## config.mk

```make
export PLATFORM = sky130hd
export DESIGN_NAME = spi_reg_master
export DESIGN_NICKNAME = d
export VERILOG_FILES = /design/src/rtl/spi_reg_master_pkg.sv /design/src/rtl/spi_reg_master_clk_gen.sv /design/src/rtl/spi_reg_master.sv
export SDC_FILE = /design/constraint.sdc
export NUM_CORES = 1
export LEC_CHECK = 0
export CORE_MARGIN = 3
export CORE_UTILIZATION = 55
export DETAILED_ROUTE_END_ITERATION = 16
export PLACE_DENSITY = 0.85
export SLEW_MARGIN = 30
export SYNTH_ARGS = -nofsm -noshare
export SYNTH_HDL_FRONTEND = slang
export SYNTH_SLANG_ARGS = --single-unit
export TNS_END_PERCENT = 50
```

## constraint.sdc

```tcl
create_clock -name clk -period 5.5 [get_ports clk]
set_clock_uncertainty 0.2 [all_clocks]
set_input_delay 1.375 -clock clk [delete_from_list [all_inputs] [get_ports clk]]
set_output_delay 1.375 -clock clk [all_outputs]
set_load 0.03 [all_outputs]
```

## src/rtl/spi_reg_master_pkg.sv

```systemverilog
// spi_reg_master_pkg: command-byte layout and FSM state encoding shared by the SPI register master
package spi_reg_master_pkg;
  localparam int CMD_W = 8;
  localparam int CMD_WR_BIT = 7;
  localparam int CMD_ADDR_MSB = 6;
  localparam int CMD_ADDR_W = CMD_ADDR_MSB + 1;
  typedef enum logic [2:0] {ST_IDLE, ST_SETUP, ST_SHIFT, ST_HOLD, ST_GAP} state_e;
endpackage

```

## src/rtl/spi_reg_master_clk_gen.sv

```systemverilog
// spi_clk_gen: half-period counter driving sclk; rise/fall strobes fire in the cycle before the sclk edge
module spi_clk_gen #(
  parameter int CLK_DIV = 4
) (
  input  logic clk,
  input  logic rst_n,
  input  logic run_i,
  input  logic tgl_i,
  output logic end_o,
  output logic rise_o,
  output logic fall_o,
  output logic sclk_o
);
  localparam int CW = (CLK_DIV > 1) ? $clog2(CLK_DIV) : 1;
  logic [CW-1:0] cnt_q, cnt_d;
  logic sclk_q, sclk_d;
  always_comb begin
    end_o = run_i && (cnt_q == CW'(CLK_DIV - 1));
    rise_o = end_o && tgl_i && !sclk_q;
    fall_o = end_o && tgl_i && sclk_q;
    cnt_d = (!run_i || end_o) ? '0 : cnt_q + CW'(1);
    sclk_d = sclk_q ^ (end_o && tgl_i);
  end
  always_ff @(posedge clk or negedge rst_n) begin
    if (!rst_n) begin
      cnt_q <= '0;
      sclk_q <= 1'b0;
    end else begin
      cnt_q <= cnt_d;
      sclk_q <= sclk_d;
    end
  end
  assign sclk_o = sclk_q;
endmodule

```

## src/rtl/spi_reg_master.sv

```systemverilog
// spi_reg_master: SPI mode-0 initiator for the 8-bit register-slave protocol (status + data shifted back every frame).
// Define MISO_SYNC_EN to pass miso through a 2-flop synchronizer for a slave on another clock.
module spi_reg_master import spi_reg_master_pkg::*; #(
  parameter int ADDR_W = 3,
  parameter int REG_W = 8,
  parameter int CLK_DIV = 4
) (
  input  logic              clk,
  input  logic              rst_n,
  input  logic              req_valid,
  output logic              req_ready,
  input  logic              req_write,
  input  logic [ADDR_W-1:0] req_addr,
  input  logic [REG_W-1:0]  req_wdata,
  output logic              rsp_valid,
  output logic [REG_W-1:0]  rsp_rdata,
  output logic [7:0]        rsp_status,
  output logic              busy,
  output logic              nss,
  output logic              sclk,
  output logic              mosi,
  input  logic              miso
);
  localparam int N = CMD_W + REG_W;
  localparam int BW = $clog2(N + 1);
  state_e state_q, state_d;
  logic [N-1:0] tx_q, tx_d, rx_q, rx_d;
  logic [BW-1:0] bit_q, bit_d;
  logic [REG_W-1:0] rdata_q, rdata_d;
  logic [7:0] status_q, status_d;
  logic nss_q, nss_d, mosi_q, mosi_d, vld_q, vld_d;
  logic tick, rise, fall, tgl, last, miso_s;
  logic [CMD_W-1:0] cmd;
`ifdef MISO_SYNC_EN
  logic [1:0] sync_q;
  always_ff @(posedge clk or negedge rst_n) begin
    if (!rst_n) sync_q <= '0;
    else sync_q <= {sync_q[0], miso};
  end
  assign miso_s = sync_q[1];
`else
  assign miso_s = miso;
`endif
  assign last = bit_q == BW'(N);
  // sclk keeps toggling in SHIFT until the final low half-period after the last rise
  assign tgl = (state_q == ST_SETUP) || (state_q == ST_SHIFT && (sclk || !last));
  spi_clk_gen #(.CLK_DIV(CLK_DIV)) u_clk_gen (
    .clk(clk), .rst_n(rst_n), .run_i(state_q != ST_IDLE), .tgl_i(tgl),
    .end_o(tick), .rise_o(rise), .fall_o(fall), .sclk_o(sclk)
  );
  always_comb begin
    cmd = '0;
    cmd[CMD_WR_BIT] = req_write;
    cmd[CMD_ADDR_MSB:0] = CMD_ADDR_W'(req_addr);
  end
  always_comb begin
    state_d = state_q;
    tx_d = tx_q;
    rx_d = rx_q;
    bit_d = bit_q;
    nss_d = nss_q;
    mosi_d = mosi_q;
    vld_d = 1'b0;
    rdata_d = rdata_q;
    status_d = status_q;
    if (rise) begin
      rx_d = {rx_q[N-2:0], miso_s};
      bit_d = bit_q + BW'(1);
    end
    if (fall) begin
      tx_d = tx_q << 1;
      mosi_d = tx_q[N-2];
    end
    case (state_q)
      ST_IDLE: if (req_valid) begin
        state_d = ST_SETUP;
        tx_d = {cmd, req_wdata & {REG_W{req_write}}};
        mosi_d = cmd[CMD_W-1];
        nss_d = 1'b0;
        bit_d = '0;
      end
      ST_SETUP: if (tick) state_d = ST_SHIFT;
      ST_SHIFT: if (tick && !sclk && last) state_d = ST_HOLD;
      ST_HOLD: if (tick) begin
        state_d = ST_GAP;
        nss_d = 1'b1;
        vld_d = 1'b1;
        status_d = rx_q[N-1 -: CMD_W];
        rdata_d = rx_q[REG_W-1:0];
      end
      ST_GAP: if (tick) state_d = ST_IDLE;
      default: state_d = ST_IDLE;
    endcase
  end
  always_ff @(posedge clk or negedge rst_n) begin
    if (!rst_n) begin
      state_q <= ST_IDLE;
      tx_q <= '0;
      rx_q <= '0;
      bit_q <= '0;
      nss_q <= 1'b1;
      mosi_q <= 1'b0;
      vld_q <= 1'b0;
      rdata_q <= '0;
      status_q <= '0;
    end else begin
      state_q <= state_d;
      tx_q <= tx_d;
      rx_q <= rx_d;
      bit_q <= bit_d;
      nss_q <= nss_d;
      mosi_q <= mosi_d;
      vld_q <= vld_d;
      rdata_q <= rdata_d;
      status_q <= status_d;
    end
  end
  assign req_ready = state_q == ST_IDLE;
  assign busy = !req_ready;
  assign nss = nss_q;
  assign mosi = mosi_q;
  assign rsp_valid = vld_q;
  assign rsp_rdata = rdata_q;
  assign rsp_status = status_q;
endmodule

```

==> run metrics <==
DRT iter0 DRCs 38; Post-Synthesis Cells 194; post-synthesis sequential area ratio 58.5%; XOR/XNOR Fraction of Synth Area 1.68%; Remaining DRCs 0; Initial Utilization 58.4%; Die Y-Extent 74.9 µm; status finished clean; multiplexer share of the synthesized area 20.9%; initial antenna violation count 0; critical path required time 3.92 ns; CTS tree built; clk sink count 61; Routed Antenna Nets 0; WP buf/inv 1; Fin Setup TNS 0 ns; Final WS setup 1.97 ns; post-synthesis adder-cell area fraction 2.87%; Synth cell types 31; commonest cells after routing, fill and taps aside dfrtp_1, clkdlybuf4s50_1, mux2_2; FF+latch count, synth 61; gr usage total 17.2%; Worst VDD drop 0.352 mV; Area growth, synth to finish 21.5%; # diodes 0; Net Count, Synth 216; Crit Path Max Fanout 9; post-synthesis cell area 0.00261 mm²; commonest non-fill, non-tap cell in the layout dfrtp_1; Final setup viols 0; Num CTS Buffers 9; HP Class reg -> reg; max-slew violations 0; CP max stage cell clkdlybuf4s50_1; CP peak stage delay 0.75 ns; Post-CTS Resized 0; worst rel slew slack 41.8%; pin count of the biggest net entering global routing 62; DR vias/cell 5.30; Die ar. 0.00561 mm²; clock transition at the registers of the reported paths 0.06 ns; Synth Area in Simple Gates 8.67%; final hold vios 0; Yosys Warn Count 0; final WL 4190 µm; Post-CTS Setup Bufs 0; CTS root buf clkbuf_8; IO Pins 38; RePlAce Congestion 0.810; num rows 24; Max Cap Viol 0; Worst-Margin Slew 0.874 ns; DIE WIDTH 74.9 µm; Skew-Pair Late Insertion Delay 0.33 ns; vias in the first global route 1511; first-pass GRT wire length 7040 µm; Post-DP HPWL 2610 µm; Crit Path Class reg -> out; TritonRoute pass-1 iters 4; hold_buf cts 0; core area 0.00447 mm²; Compound-Gate Fraction of Synth Area 3.59%; Final Net Count 255; clk buf depth 2; crit path time final 3.53 ns; H-tree depth 3; Buffers on Ports 37; Arr. time, crit path 1.95 ns; Fmax achieved 284 MHz; Critical Path Start Type flip-flop; CP Cell Sequence nor3_1 > clkdlybuf4s50_1; Finished Layout Cells 288; largest family of logic cells by synthesized area multiplexers; largest delay contributor family on the critical path buffers and inverters; DP Worst Slack 2.31 ns; via count 1526; Routed wire per std cell 14.6 µm; PwrDens 458 mW/mm²; final cycle utilization of the critical path 64.1%; Avg Synthesized Cell Area 13.5 µm²; DP Cell Count 274; Leak 1.47 nW; grt ovf 0; endpoint type of the worst setup path output pin; layout cell share with drive strength beyond 1 22.9%; RSZ-0062 raised after global routing no
-- cells in the mapped netlist, drive strengths merged --
| library cell | instances | area [µm²] |
|---|---|---|
| mux2i | 16 | 160 |
| nand2b | 1 | 6.26 |
| nor3b | 1 | 7.51 |
| inv | 8 | 30.0 |
| nor4b | 2 | 32.5 |
| nand4 | 3 | 18.8 |
| nor2b | 2 | 20.0 |
| dfrtp | 60 | 1500 |
| xnor2 | 2 | 17.5 |
| nor3 | 2 | 10.0 |
| nand2 | 7 | 26.3 |
| nor2 | 10 | 37.5 |
| a221oi | 1 | 8.76 |
| a211oi | 1 | 7.51 |
| or4b | 1 | 10.0 |
| ha | 6 | 75.1 |
| a21oi | 2 | 10.0 |
| o21ai | 12 | 60.1 |
| buf | 10 | 63.8 |
| nand3 | 9 | 57.6 |
| mux2 | 32 | 387 |
| dfstp | 1 | 26.3 |
| o21a | 1 | 7.51 |
| clkbuf | 1 | 3.75 |
| xor2 | 3 | 26.3 |
-- per-stage QoR --
step | hold slack, ns | total power, mW | area, µm² | util, %
after floorplan | 0.215 | 0.971 | 2610 | -
after global placement | 0.236 | 1.09 | 2990 | 66.8
after detailed placement | 0.233 | 1.10 | 2990 | 66.8
after CTS | 0.242 | 1.47 | 3170 | 70.9
after global routing | 0.254 | 1.55 | 3170 | 70.9
final | 0.237 | 1.45 | 3170 | 70.9
-- flip-flops by register name, indices dropped and copies added, names as in the netlist --
signal	count
rx_q	16
tx_q	15
rsp_rdata	8
rsp_status	8
bit_q	5
state_q	3
u_clk_gen.cnt_q	2
mosi	1
nss	1
rsp_valid	1
u_clk_gen.sclk_o	1
-- power by group --
group | internal, mW | switching [mW] | leakage, nW | total, mW
sequential | 0.572 | 0.0939 | 0.810 | 0.666
combinational | 0.206 | 0.222 | 0.564 | 0.428
clock | 0.207 | 0.153 | 0.0974 | 0.360
total | 0.985 | 0.469 | 1.47 | 1.45
-- final timing paths --
kind / slack, ns / cells after the start / endpoint / startpoint
worst max-delay path: 1.97 / 2 / req_ready / state_q[0]$_DFFE_PN0P_
worst min register to register: 0.24 / 1 / u_clk_gen.cnt_q[0]$_DFF_PN0_ / u_clk_gen.cnt_q[0]$_DFF_PN0_
min in group asynchronous: 0.98 / 2 / tx_q[14]$_DFF_PN0_ / rst_n
worst max register to register: 2.93 / 7 / tx_q[2]$_DFF_PN0_ / bit_q[0]$_DFF_PN0_
max in group asynchronous: 3.62 / 2 / rx_q[10]$_DFFE_PN0P_ / rst_n
worst min-delay path: 0.24 / 1 / u_clk_gen.cnt_q[0]$_DFF_PN0_ / u_clk_gen.cnt_q[0]$_DFF_PN0_
-- cell type report --
type / count / area, µm²
inverters: 8 / 30.0
repair buffers: 39 / 380
clock buffers: 13 / 179
well taps: 52 / 65.1
clock inverters: 1 / 5.00
fillers: 303 / 1300
multi-input cells: 114 / 986
flip-flops and latches: 61 / 1530
-- layer usage --
| layer | part of all wire, % | up-vias | GRT usage [%] |
|---|---|---|---|
| met5 | 0 | - | 0 |
| met2 | 46 | 33 | 25.6 |
| met4 | 1.5 | 0 | 7.71 |
| met1 | 47 | 740 | 21.7 |
| li1 | - | 747 | - |
| met3 | 5.8 | 6 | 7.61 |
-- worst register-to-register path: stages, from the launching register on --
cell and delay, ns:
dfrtp_1 0.40, inv_1 0.06, ha_1 0.22, a211oi_1 0.24, o21a_1 0.20, ha_1 0.74
mux2i_1 0.25, o21ai_0 0.11
-- logic make-up (layout without fill, tap and decap cells) --
family	after synthesis	after routing
muxes	48	48
and+or+nand+nor	38	38
adders and majority gates	6	6
buffers and inverters	19	61
AOI/OAI and AO/OA	17	17
DFF	61	61
xor gates and xnor gates	5	5
No activity file was read; power rests on OpenSTA's default activity.
